## config.mk

```make
export PLATFORM = sky130hd
export DESIGN_NAME = program_loader
export DESIGN_NICKNAME = d
export VERILOG_FILES = /design/src/rtl/program_loader_pkg.sv /design/src/rtl/program_loader_fifo.sv /design/src/rtl/program_loader.sv
export SDC_FILE = /design/constraint.sdc
export NUM_CORES = 1
export LEC_CHECK = 0
export ABC_AREA = 1
export CAP_MARGIN = 20
export CORE_MARGIN = 2
export CORE_UTILIZATION = 53
export CTS_CLUSTER_DIAMETER = 50
export DETAILED_ROUTE_END_ITERATION = 10
export PLACE_DENSITY = 0.84
export SLEW_MARGIN = 5
export SYNTH_ARGS = -nofsm -noshare
export SYNTH_HDL_FRONTEND = slang
export SYNTH_HIERARCHICAL = 1
export SYNTH_SLANG_ARGS = --single-unit
export TNS_END_PERCENT = 1
```

## constraint.sdc

```tcl
create_clock -name clk -period 3.5 [get_ports clk]
set_input_delay 0.35 -clock clk [delete_from_list [all_inputs] [get_ports clk]]
set_output_delay 0.35 -clock clk [all_outputs]
set_load 0.01 [all_outputs]
```

## src/rtl/program_loader_pkg.sv

```systemverilog
// Shared definitions for the program loader: 8-bit instruction word layout,
// the LOADI opcode and the session FSM states.
package program_loader_pkg;

    localparam int unsigned INSTR_W  = 8;
    localparam int unsigned OPC_MSB  = 7;
    localparam int unsigned OPC_LSB  = 4;
    localparam int unsigned REGA_MSB = 3;
    localparam int unsigned REGA_LSB = 2;
    localparam int unsigned FLD_MSB  = 1;
    localparam int unsigned FLD_LSB  = 0;

    localparam logic [3:0] LOADI = 4'b0001;

    typedef enum logic [1:0] {
        S_IDLE = 2'd0,
        S_LOAD = 2'd1,
        S_DONE = 2'd2
    } state_t;

    function automatic logic [INSTR_W-1:0] encode_instr(
        input logic [3:0] opcode,
        input logic [1:0] reg_a,
        input logic [1:0] field
    );
        logic [INSTR_W-1:0] word;
        word                   = '0;
        word[OPC_MSB:OPC_LSB]   = opcode;
        word[REGA_MSB:REGA_LSB] = reg_a;
        word[FLD_MSB:FLD_LSB]   = field;
        return word;
    endfunction

endpackage

```

## src/rtl/program_loader_fifo.sv

```systemverilog
// Synchronous FIFO for encoded instruction words; a write and a read in the
// same cycle are allowed even when full, leaving the occupancy unchanged.
module loader_fifo #(
    parameter int unsigned WIDTH = 8,
    parameter int unsigned DEPTH = 2
) (
    input  logic                     clk,
    input  logic                     rst,
    input  logic                     wr_en_i,
    input  logic [WIDTH-1:0]         wr_data_i,
    input  logic                     rd_en_i,
    output logic [WIDTH-1:0]         rd_data_o,
    output logic                     full_o,
    output logic                     empty_o,
    output logic [$clog2(DEPTH):0]   count_o
);

    localparam int unsigned AW = $clog2(DEPTH);
    localparam logic [AW:0] FULL_CNT = (AW+1)'(DEPTH);

    logic [WIDTH-1:0] mem_q [DEPTH];
    logic [AW-1:0]    wr_ptr_q;
    logic [AW-1:0]    rd_ptr_q;
    logic [AW:0]      count_q;

    always_ff @(posedge clk) begin
        if (wr_en_i) begin
            mem_q[wr_ptr_q] <= wr_data_i;
        end
    end

    always_ff @(posedge clk or posedge rst) begin
        if (rst) begin
            wr_ptr_q <= '0;
            rd_ptr_q <= '0;
            count_q  <= '0;
        end else begin
            if (wr_en_i) wr_ptr_q <= wr_ptr_q + AW'(1);
            if (rd_en_i) rd_ptr_q <= rd_ptr_q + AW'(1);
            unique case ({wr_en_i, rd_en_i})
                2'b10:   count_q <= count_q + (AW+1)'(1);
                2'b01:   count_q <= count_q - (AW+1)'(1);
                default: count_q <= count_q;
            endcase
        end
    end

    assign rd_data_o = mem_q[rd_ptr_q];
    assign full_o    = (count_q == FULL_CNT);
    assign empty_o   = (count_q == '0);
    assign count_o   = count_q;

endmodule

```

## src/rtl/program_loader.sv

```systemverilog
// Packs decoded instruction fields into 8-bit words, buffers them and writes
// them to consecutive program-memory addresses during a load session.
module program_loader
    import program_loader_pkg::*;
#(
    parameter int unsigned ADDR_W     = 4,
    parameter int unsigned FIFO_DEPTH = 2
) (
    input  logic               clk,
    input  logic               rst,
    input  logic               start,
    input  logic               in_valid,
    output logic               in_ready,
    input  logic [3:0]         in_opcode,
    input  logic [1:0]         in_reg_a,
    input  logic [1:0]         in_reg_b,
    input  logic [3:0]         in_imm,
    input  logic               in_is_immediate,
    input  logic               in_last,
    output logic               mem_we,
    output logic [ADDR_W-1:0]  mem_addr,
    output logic [INSTR_W-1:0] mem_wdata,
    input  logic               mem_ready,
    output logic               busy,
    output logic               done,
    output logic               full,
    output logic               err_imm,
    output logic               err_mode,
    output logic [ADDR_W:0]    word_count
);

    localparam int unsigned     CNT_W  = $clog2(FIFO_DEPTH) + 1;
    localparam logic [ADDR_W:0] CAP_V  = {1'b1, {ADDR_W{1'b0}}};
    localparam logic [ADDR_W:0] CAP_M1 = {1'b0, {ADDR_W{1'b1}}};
    localparam logic [ADDR_W:0] ONE_V  = {{ADDR_W{1'b0}}, 1'b1};

    state_t          state_q;
    logic [ADDR_W:0] acc_cnt_q;
    logic [ADDR_W:0] wr_cnt_q;
    logic            closed_q;
    logic            err_imm_q;
    logic            err_mode_q;

    logic               fifo_full;
    logic               fifo_empty;
    logic [CNT_W-1:0]   fifo_count;
    logic [INSTR_W-1:0] fifo_head;
    logic [INSTR_W-1:0] enc_word;

    logic ready_int;
    logic accept;
    logic bad_imm;
    logic bad_mode;
    logic enq;
    logic deq;
    logic closed_d;
    logic drained_d;

    always_comb begin
        ready_int = (state_q == S_LOAD) && !fifo_full && !closed_q && (acc_cnt_q != CAP_V);
        accept    = in_valid && ready_int;
        bad_imm   = in_is_immediate && (in_imm[3:2] != 2'b00);
        bad_mode  = in_is_immediate && (in_opcode != LOADI);
        enq       = accept && !bad_imm && !bad_mode;
        deq       = !fifo_empty && mem_ready;
        enc_word  = encode_instr(in_opcode, in_reg_a,
                                 in_is_immediate ? in_imm[1:0] : in_reg_b);
        closed_d  = closed_q || (accept && in_last) || (enq && acc_cnt_q == CAP_M1);
        // Look at next-cycle occupancy so done rises right after the final write.
        drained_d = (fifo_count == CNT_W'(0) && !enq) ||
                    (fifo_count == CNT_W'(1) && deq && !enq);
    end

    loader_fifo #(
        .WIDTH (INSTR_W),
        .DEPTH (FIFO_DEPTH)
    ) u_fifo (
        .clk       (clk),
        .rst       (rst),
        .wr_en_i   (enq),
        .wr_data_i (enc_word),
        .rd_en_i   (deq),
        .rd_data_o (fifo_head),
        .full_o    (fifo_full),
        .empty_o   (fifo_empty),
        .count_o   (fifo_count)
    );

    always_ff @(posedge clk or posedge rst) begin
        if (rst) begin
            state_q    <= S_IDLE;
            acc_cnt_q  <= '0;
            wr_cnt_q   <= '0;
            closed_q   <= 1'b0;
            err_imm_q  <= 1'b0;
            err_mode_q <= 1'b0;
        end else begin
            unique case (state_q)
                S_IDLE, S_DONE: begin
                    if (start) begin
                        state_q    <= S_LOAD;
                        acc_cnt_q  <= '0;
                        wr_cnt_q   <= '0;
                        closed_q   <= 1'b0;
                        err_imm_q  <= 1'b0;
                        err_mode_q <= 1'b0;
                    end
                end
                S_LOAD: begin
                    if (accept && bad_imm)  err_imm_q  <= 1'b1;
                    if (accept && bad_mode) err_mode_q <= 1'b1;
                    if (enq) acc_cnt_q <= acc_cnt_q + ONE_V;
                    if (deq) wr_cnt_q  <= wr_cnt_q + ONE_V;
                    closed_q <= closed_d;
                    if (closed_d && drained_d) state_q <= S_DONE;
                end
                default: state_q <= S_IDLE;
            endcase
        end
    end

    assign in_ready   = ready_int;
    assign mem_we     = !fifo_empty;
    assign mem_wdata  = fifo_empty ? '0 : fifo_head;
    assign mem_addr   = wr_cnt_q[ADDR_W-1:0];
    assign word_count = wr_cnt_q;
    assign busy       = (state_q == S_LOAD);
    assign done       = (state_q == S_DONE);
    assign full       = (acc_cnt_q == CAP_V);
    assign err_imm    = err_imm_q;
    assign err_mode   = err_mode_q;

endmodule

```

==> results.json <==
{
  "pin_count": 43,
  "post_cts_resized": 0,
  "hold_viol": 0,
  "power.density_nw_per_um2": 695,
  "final_nets": 279,
  "yosys.area.top_type": "edfxtp_1",
  "area_growth_pct": 24.6,
  "antenna_cells": 0,
  "die_h_um": 63.4,
  "max-slew-margin-rel_pct": 55.5,
  "initial_core_util_pct": 55.7,
  "status": "complete, no violations",
  "rsz0062_at_grt": "no",
  "regToRegEndpoint": "u_fifo/mem_q[0][0]$_DFFE_PP_",
  "met2_length_um": 1700,
  "clk_path_buf_depth": 2,
  "clockRootBuffer": "clkbuf_4",
  "port_buffers": 42,
  "grt_pass1_wl_um": 6110,
  "die_w_um": 63.4,
  "timing.rr.start": "acc_cnt_q[0]$_DFFE_PP0P_",
  "dieArea_um2": 4020,
  "syn_inst": 213,
  "drc_errors": 0,
  "clock_sinks": 35,
  "yosys-top-cells-area": "edfxtp_1, dfrtp_1, inv_1",
  "dp.final_hpwl_um": 2680,
  "routed_wl_um": 3430,
  "wl_met1_um": 1510,
  "max_freq_ghz": 0.432,
  "via_count": 1393,
  "yosys_warnings": 6,
  "synth_fp_nets": 237,
  "p_leak_uw": 0.00111,
  "skew_ns": 0.00750,
  "syn_area_um2": 1870,
  "drv_slew": 0,
  "drtPass1Iterations": 4,
  "seq_area_frac_synth_pct": 51.1,
  "drive_gt1_share_pct": 10.9,
  "post_cts_buffers": 0,
  "fill_cells": 284,
  "wire_per_inst_um": 11.3,
  "cts_tree": "built",
  "crit_path_max_fanout": 10,
  "synth_top_area_share_pct": 25.7,
  "ant_nets": 0,
  "vdd_ir_drop_max_uv": 385,
  "grt_usage_pct": 20.0,
  "ys_types": 31,
  "post-place-ws_ns": 1.11,
  "first_global_vias": 1380,
  "core_um2": 3360,
  "tns_ns": 0,
  "syn_area_per_cell_um2": 8.79,
  "worstSkewPairLatency_ns": 0.34,
  "numCtsBuffers": 5,
  "clk_pin_slew_ns": 0.10,
  "top_layer_used": "met4",
  "ys_ff_latch": 35,
  "ff2ff_setup_slack_ns": 1.32,
  "max_cap_viol_count": 0,
  "grt_max_degree": 18,
  "finalSetupViolCount": 0,
  "cp-end-kind": "output port",
  "gp_congestion": 0.879,
  "antenna_found_initial": 0,
  "layout_setup_ws_ns": 1.19,
  "h-tree-depth": 2,
  "drtIter0Drc": 31,
  "rr_worst_depth": 9,
  "tightest_slew_ns": 0.665,
  "criticalPathCategory": "reg2out",
  "via_per_inst": 4.61,
  "rows": 21,
  "fin_crit_sh_pct": 66.1,
  "start_kind": "flip-flop",
  "hp-class": "in2async",
  "cp.required_ns": 3.15,
  "cts_hold_buf": 0,
  "grt_overflow": 0,
  "dr_wl_met3_um": 118,
  "crit_arrival_ns": 1.96,
  "final.min_clock_period_ns": 2.31
}
-- sequential cells by signal, indices dropped and copies added, names as in the netlist --
register / cells
acc_cnt_q: 5
closed_q: 1
err_imm: 1
err_mode: 1
state_q: 2
u_fifo/count_o: 2
u_fifo/mem_q: 16
u_fifo/rd_ptr_q: 1
u_fifo/wr_ptr_q: 1
word_count: 5
-- worst max path at each step --
stage	from	endpoint	slack, ns
after floorplan	acc_cnt_q[0]$_DFFE_PP0P_	u_fifo/mem_q[0][0]$_DFFE_PP_	1.62
after global placement	in_opcode[0]	u_fifo/mem_q[0][5]$_DFFE_PP_	1.18
after detailed placement	in_opcode[0]	u_fifo/mem_q[0][5]$_DFFE_PP_	1.11
after CTS	u_fifo/count_o[0]$_DFFE_PP0P_	mem_wdata[1]	1.17
after global routing	u_fifo/count_o[0]$_DFFE_PP0P_	mem_wdata[1]	1.03
final	u_fifo/count_o[0]$_DFFE_PP0P_	mem_wdata[1]	1.19
-- final cells by class --
cell class	count	area [um2]	share of cell area, %
Clock buffer	6	41.3	1.77
Sequential cell	35	956	41.0
Clock inverter	2	8.76	0.376
Timing Repair Buffer	42	420	18.0
Inverter	48	180	7.73
Tap cell	46	57.6	2.47
Multi-Input combinational cell	123	668	28.6
-- critical path, cell delays in order, from the launching register on --
cell	delay, ns
dfrtp_1	0.46
nor2_1	0.53
nor2_1	0.12
clkdlybuf4s50_1	0.51
-- per-stage QoR --
stage	total power, uW	std cells	instance area, um2	hold slack, ns	util (%)
floorplan	1140	213	1870	0.116	-
global placement	1400	294	2280	0.480	67.9
detailed placement	1430	294	2280	0.478	67.9
CTS	1640	302	2330	0.203	69.3
global route	1750	302	2330	0.214	69.3
finish	1620	302	2330	0.202	69.3
-- kinds of logic after synthesis --
logic type               count (synthesis)  synth area share [%]
AO/OA/AOI/OAI                           22                  7.15
flip-flops                              35                  51.1
adder cells (fa/ha/maj)                  5                  3.34
XOR/XNOR                                 4                  1.87
buffers and inverters                   55                  13.2
AND/OR/NAND/NOR                         92                  23.3
-- Yosys cell counts --
cell and count:
nand2_2 7, a21oi_1 3, o21ai_1 2, nand2_4 1, dfrtp_1 19, nand3_1 7, buf_6 2, nand2_1 41
nand4_1 3, a31oi_1 1, inv_1 46, nor2_2 2, a21oi_2 1, xnor2_1 1, o22ai_1 1, xor2_1 3
o21ai_0 9, inv_2 2, nand4_2 1, edfxtp_1 16, nand3_2 1, ha_1 5, nor3_1 2, o21bai_1 1
nor2_1 22, and3_1 1, buf_8 1, o21ai_2 4, buf_4 4, or2_1 1, nor2_4 3
-- routing by layer --
metal / vias up / global-route usage (%)
li1: 737 / -
met5: - / 0
met3: 9 / 3.39
met4: 0 / 11.7
met1: 616 / 24.5
met2: 31 / 33.2
-- layout by cell type, fill, tap and decap left out, drive strengths merged --
cell / netlist / final
clkinv: 0 / 2
o21bai: 1 / 1
and3: 1 / 1
nand4: 4 / 4
a21oi: 4 / 4
inv: 48 / 48
o21ai: 15 / 15
nand2: 49 / 49
a31oi: 1 / 1
xnor2: 1 / 1
clkbuf: 0 / 6
edfxtp: 16 / 16
nor3: 2 / 2
o22ai: 1 / 1
nand3: 8 / 8
nor2: 27 / 27
xor2: 3 / 3
dfrtp: 19 / 19
ha: 5 / 5
or2: 1 / 1
clkdlybuf4s50: 0 / 42
-- power breakdown --
| group | internal, uW | total [uW] | switching, uW |
|---|---|---|---|
| sequential | 523 | 623 | 100 |
| combinational | 374 | 792 | 418 |
| clock | 75.4 | 206 | 131 |
(Power assumes the default switching activity.)
